**config.mk**
```make
export PLATFORM = sky130hd
export DESIGN_NAME = a_writer
export DESIGN_NICKNAME = d
export VERILOG_FILES = /design/src/rtl/a_writer_pkg.sv /design/src/rtl/a_writer.sv
export SDC_FILE = /design/constraint.sdc
export NUM_CORES = 1
export LEC_CHECK = 0
export ABC_AREA = 1
export CORE_MARGIN = 2
export CORE_UTILIZATION = 50
export CTS_BUF_LIST = sky130_fd_sc_hd__clkbuf_8
export DETAILED_ROUTE_END_ITERATION = 7
export PLACE_DENSITY = 0.83
export RECOVER_POWER = 50
export SLEW_MARGIN = 25
export SYNTH_ARGS = -nofsm -noshare
export SYNTH_HDL_FRONTEND = slang
export SYNTH_SLANG_ARGS = --single-unit
```
**constraint.sdc**
```tcl
create_clock -name clk -period 5.93 [get_ports clk]
set_input_delay 1.186 -clock clk [delete_from_list [all_inputs] [get_ports clk]]
set_output_delay 1.186 -clock clk [all_outputs]
set_load 0.005 [all_outputs]
```
**src/rtl/a_writer_pkg.sv**
```systemverilog
// Shared types and default sizes for the a_writer vector-to-BRAM write engine.
package a_writer_pkg;

  typedef enum logic {
    IDLE  = 1'b0,
    WRITE = 1'b1
  } state_t;

  localparam int DATA_WIDTH_DEF = 8;
  localparam int A_ADDR_W_DEF   = 32;
  localparam int A_DEPTH_DEF    = 32;

endpackage

```
**src/rtl/a_writer.sv**
```systemverilog
// Latches a whole A_DEPTH-element vector in one handshake and streams it into BRAM port A,
// one element per cycle from a base address. Optional port stall: define A_WRITER_STALL_EN.
module a_writer
  import a_writer_pkg::*;
#(
  parameter int DATA_WIDTH  = DATA_WIDTH_DEF,
  parameter int A_ADDR_W    = A_ADDR_W_DEF,
  parameter int A_DEPTH     = A_DEPTH_DEF,
  parameter int INDEX_WIDTH = $clog2(A_DEPTH)
) (
  input  logic                  clk,
  input  logic                  rst,
`ifdef A_WRITER_STALL_EN
  input  logic                  a_BRAM_stall_i,
`endif
  // Handshake: a vector transfers on a rising edge where a_valid_i && a_ready_o; a_i and
  // base_addr_i are sampled only then. a_ready_o is high exactly while idle.
  input  logic                  a_valid_i,
  output logic                  a_ready_o,
  input  logic [DATA_WIDTH-1:0] a_i [0:A_DEPTH-1],
  input  logic [A_ADDR_W-1:0]   base_addr_i,
  output logic                  a_BRAM_ena,
  output logic                  a_BRAM_wea,
  output logic [A_ADDR_W-1:0]   a_BRAM_addra,
  output logic [DATA_WIDTH-1:0] a_BRAM_dina,
  output logic                  done_o,
  output state_t                dbg_state
);

  localparam logic [INDEX_WIDTH-1:0] LAST_IDX = INDEX_WIDTH'(A_DEPTH - 1);

  state_t                 state, state_next;
  logic [INDEX_WIDTH-1:0] idx, idx_next;
  logic [A_ADDR_W-1:0]    base_reg;
  logic [DATA_WIDTH-1:0]  a_reg [0:A_DEPTH-1];
  logic                   load;
  logic                   done_next;
  logic                   stall;

`ifdef A_WRITER_STALL_EN
  assign stall = a_BRAM_stall_i;
`else
  assign stall = 1'b0;
`endif

  always_ff @(posedge clk) begin
    if (rst) begin
      state    <= IDLE;
      idx      <= '0;
      base_reg <= '0;
      done_o   <= 1'b0;
    end else begin
      state  <= state_next;
      idx    <= idx_next;
      done_o <= done_next;
      if (load) base_reg <= base_addr_i;
    end
  end

  for (genvar k = 0; k < A_DEPTH; k++) begin : g_vec
    always_ff @(posedge clk) begin
      if (rst)       a_reg[k] <= '0;
      else if (load) a_reg[k] <= a_i[k];
    end
  end

  always_comb begin
    state_next = state;
    idx_next   = idx;
    done_next  = 1'b0;
    load       = 1'b0;
    a_ready_o  = 1'b0;
    a_BRAM_ena = 1'b0;
    a_BRAM_wea = 1'b0;
    case (state)
      IDLE: begin
        a_ready_o = 1'b1;
        if (a_valid_i) begin
          load       = 1'b1;
          idx_next   = '0;
          state_next = WRITE;
        end
      end
      WRITE: begin
        // A stalled cycle issues nothing and holds idx, so the element is retried intact.
        a_BRAM_ena = ~stall;
        a_BRAM_wea = ~stall;
        if (!stall) begin
          if (idx == LAST_IDX) begin
            idx_next   = '0;
            done_next  = 1'b1;
            state_next = IDLE;
          end else begin
            idx_next = idx + 1'b1;
          end
        end
      end
      default: state_next = IDLE;
    endcase
  end

  assign a_BRAM_addra = base_reg + A_ADDR_W'(idx);
  assign a_BRAM_dina  = a_reg[idx];
  assign dbg_state    = state;

endmodule
```
After elaboration in Yosys (flattened, before gate mapping):

Memory sizes are Yosys's and may differ from the RTL's. A register that Yosys moved wholly into a read port is not among the register bits.
Cells that the tools add are included.

* register bits after elaboration: 39
* bits in latches: 0
* RAM bits: 256
* memory bits (read-only): 0
* input port bits: 291
* output and inout port bits: 45
* word-level logic and storage cells: 92
* memories: 1

Memories
* a_reg: words 32, width 8, rd ports 1, clocked after memory_dff 1, write ports 32, RTL line a_writer.sv:35 `logic [DATA_WIDTH-1:0] a_reg [0:A_DEPTH-1];`

* add/subtract/negate cells: 2
* multiply operators: 0
* div/mod/pow operators: 0
* $lt $le $gt $ge: 0
* equal/unequal tests: 2
* shift-type cells: 0
* multiplexer cells: 49
* bitwise operators: 33
* reductions and logical operators: 1

Operator list (count)
* $mux W8: 32
* $add A32 B5 Y32: 1
* $or A1 B1 Y1: 32
* $mux W5: 4
* $mux W1: 11
* $pmux W5 S2: 1
* $add A5 B1 Y5 const B: 1
* $eq A5 B5 Y1 const B: 1
* $ne A2 B2 Y1 const B: 1
* $pmux W1 S2: 1
* $reduce_or A2 Y1: 1
* $not A1 Y1: 1

Logic depth before layout (Yosys ltp):

* depth in word-level cells: 6
* depth in mapped cells: 11

Worst setup path after synthesis:

No wires, ideal clock.

* path kind: input port to flip-flop
* start point: input port a_valid_i
* end point: memory a_reg[0][0] in the netlist's numbering (enable)
* setup time: 507 ps
* arrival: 4455 ps
* required time: 5423 ps
* path slack: 968 ps
* stages on the path: 3
* buffers on the path: 1
* cell sequence: nand2_1 nand2_1 buf_2

RTL lines
* start, declared: RTL line a_writer.sv:18 `input logic a_valid_i,`
* end, declared: RTL line a_writer.sv:35

==> impl_metrics.ini <==
[clock_tree]
clk_pin_slew_worst_paths_ns = 0.06
root_buffer = clkbuf_8
cts_max_path_buffers = 3
clkSinkCount = 300
htreeDepth = 2
cts_tree = done
clock_latency_ns = 0.57
post_cts.repair.setup_buffers = 0
numCtsBuffers = 49
ctsHoldBuffers = 0
cts_resized = 0

[synthesis]
synth.distinct_cells = 32
synth-simple-area-share_pct = 27.2
yosysWarnings = 0
synth_compound_gate_area_share_pct = 1.87
synth_xor_area_share_pct = 0.991
syn_inst = 1778
ys_seq_area_share_pct = 57.0
syn-cell-area_mm2 = 0.0150
synth_top_family_by_area = simple AND/OR/NAND/NOR gates
syn_nets = 2077
synth_seq_cells = 300
synthMuxAreaShare_pct = 0
synth.avg_cell_area_um2 = 8.45
yosys.area_share.adder_pct = 0.716

[power]
switchingPower_w = 0.00126
p_int_w = 0.00372
switching_share_pct = 25.3
p_clk_share_pct = 35.0
p_per_area_mw_per_mm2 = 258
ir_drop_mv = 0.148
power_frac_seq_pct = 51.0
p_total_w = 0.00498
pwr-share-comb_pct = 14.0
power_leakage_nw = 8.89

[cells_and_area]
layout_commonest_cell = nand2_1
fillers = 2340
final_cells = 2521
drive_gt1_share_pct = 4.55
layout_common_cells = 442 x nand2_1, 345 x inv_1, 327 x clkdlybuf4s50_1
fin_util_pct = 65.3
syn_to_final_growth_pct = 28.8
largest_register_ffs = 256
final_nets = 2389

[grt]
grt_pass1_vias = 12600
grt_use_total_pct = 26.3
grt_pass1_wl_mm = 64.2
antenna_found_initial = 2
grt_start_max_net_pins = 109
grt_overflow = 0

[critical_path]
critical_path.cell_chain = dlygate4sd3_1 -> inv_1 -> nand2_1 -> buf_2
critPathLaunchType = primary input
worst-path-buf-inv = 3
setup.worst_path.end_class = register
slowest_delay_ns = 1.82
ff2ff_path_depth = 4
crit_fanout = 104
cp.depth = 4
critPathKind = primary input to register
critical-path-slowest-cell = buf_2
r2r-start = dbg_state
cp-startpoint = rst
critical-path-top-delay-family = buffers and inverters
arrival_ns = 5.12
required_ns = 6.04

[routing]
via_count = 12900
drt_iter0_markers = 1346
antenna_left = 0
drt-total-wl_mm = 42.0
vias_per_cell = 5.13
drc_errors = 0
drt_pre_antenna_iters = 5
wl_per_cell_um = 16.7

[die]
dieArea_mm2 = 0.0315
core_area_mm2 = 0.0296
die_x_um = 177
die_y_um = 177
ios = 336
start_util_pct = 50.7
num_rows = 63

[status]
outcome = complete, but fails checks
violations = capacitance limit, slew limit

[min_path]
holdPathStages = 2
hold_path.class = register to register
hp-start = base_reg[31]

[timing]
rsz0062_at_grt = no
setup_viol = 0
final-hold-violation-count = 0
fmax_mhz = 200
period_minus_slack_ns = 5.01
finClkSkew_ns = 0.0248
whs_ns = 0.498
max_slew_margin_pct = -93.1
tns_ns = 0
worstMarginPinSlew_ns = 2.89
period_share_pct = 84.5
drv_slew = 214

[place]
place_hpwl_mm = 29.0
port_buffers = 335
place_inst = 2429
gp_congestion = 0.904

[run]
max-cap-violations = 3
kinds of logic (layout without fill, tap and decap cells):
group | Yosys count | after routing
other cells | 0 | 1
compound gates | 48 | 48
xor+xnor | 17 | 17
flops | 300 | 300
simple gates | 981 | 981
fa+ha+maj | 8 | 8
buf+inv | 424 | 776
cell type report:
| cell class | instances | area [µm²] | share of cell area (%) |
|---|---|---|---|
| flip-flops and latches | 300 | 8570 | 44.3 |
| diodes | 1 | 2.50 | 0.0129 |
| well taps | 390 | 488 | 2.52 |
| clock inverters | 37 | 205 | 1.06 |
| inverters | 335 | 1260 | 6.52 |
| multi-input cells | 1054 | 4610 | 23.8 |
| repair buffers | 350 | 3460 | 17.9 |
| clock buffers | 54 | 743 | 3.84 |
tightest hold or removal path, delay by kind of cell (launching register included):
kind | cells | cell delay, ns
AO/OA/AOI/OAI | 1 | 0.07
buffers and inverters | 1 | 0.06
flip-flops | 1 | 0.31
synthesized netlist by cell type, drive strengths merged:
| master | instances | area [µm²] |
|---|---|---|
| a221oi | 1 | 8.76 |
| or2 | 1 | 6.26 |
| xnor2 | 1 | 8.76 |
| nand2 | 449 | 1700 |
| fa | 1 | 20.0 |
| ha | 7 | 87.6 |
| inv | 335 | 1260 |
| o21ai | 15 | 82.6 |
| nand3b | 1 | 7.51 |
| o22ai | 23 | 144 |
| dfxtp | 44 | 881 |
| nor3 | 13 | 92.6 |
| xor2 | 16 | 140 |
| clkbuf | 7 | 26.3 |
| a21oi | 9 | 45.0 |
| buf | 82 | 557 |
| edfxtp | 256 | 7690 |
| nand4 | 12 | 75.1 |
| nand3 | 222 | 1120 |
| nor2 | 283 | 1080 |
path summary, 6_finish.rpt:
| kind | slack [ns] | to |
|---|---|---|
| max reg2reg | 1.75 | a_reg[1][4] |
| max | 0.92 | a_reg[1][4] |
| min reg2reg | 0.50 | base_reg[31] |
| min | 0.50 | base_reg[31] |
through the flow:
step           area [µm²]  setup slack [ns]
3_5_place_dp        18400              1.75
2_1_floorplan       15000             0.968
3_3_place_gp        18400              1.78
4_1_cts             19400              1.15
6_report            19300             0.920
5_1_grt             19300             0.595
layer usage:
metal | share of wire (%) | vias to the layer above | track usage [%]
li1 | - | 6189 | -
met1 | 39 | 5917 | 33.6
met4 | 4.0 | 2 | 11.1
met3 | 10 | 105 | 6.43
met5 | 0.019 | - | 0
met2 | 47 | 712 | 42.9
power groups by stage:
stage	clock network, W	logic, W	registers [W]
after detailed placement	0	0.000694	0.00258
final	0.00175	0.000696	0.00254
after CTS	0.00177	0.000700	0.00254
after floorplan	0	0.000364	0.00256
after global placement	0	0.000683	0.00257
after global routing	0.00185	0.000763	0.00255
No activity file was read; power rests on OpenSTA's default activity.
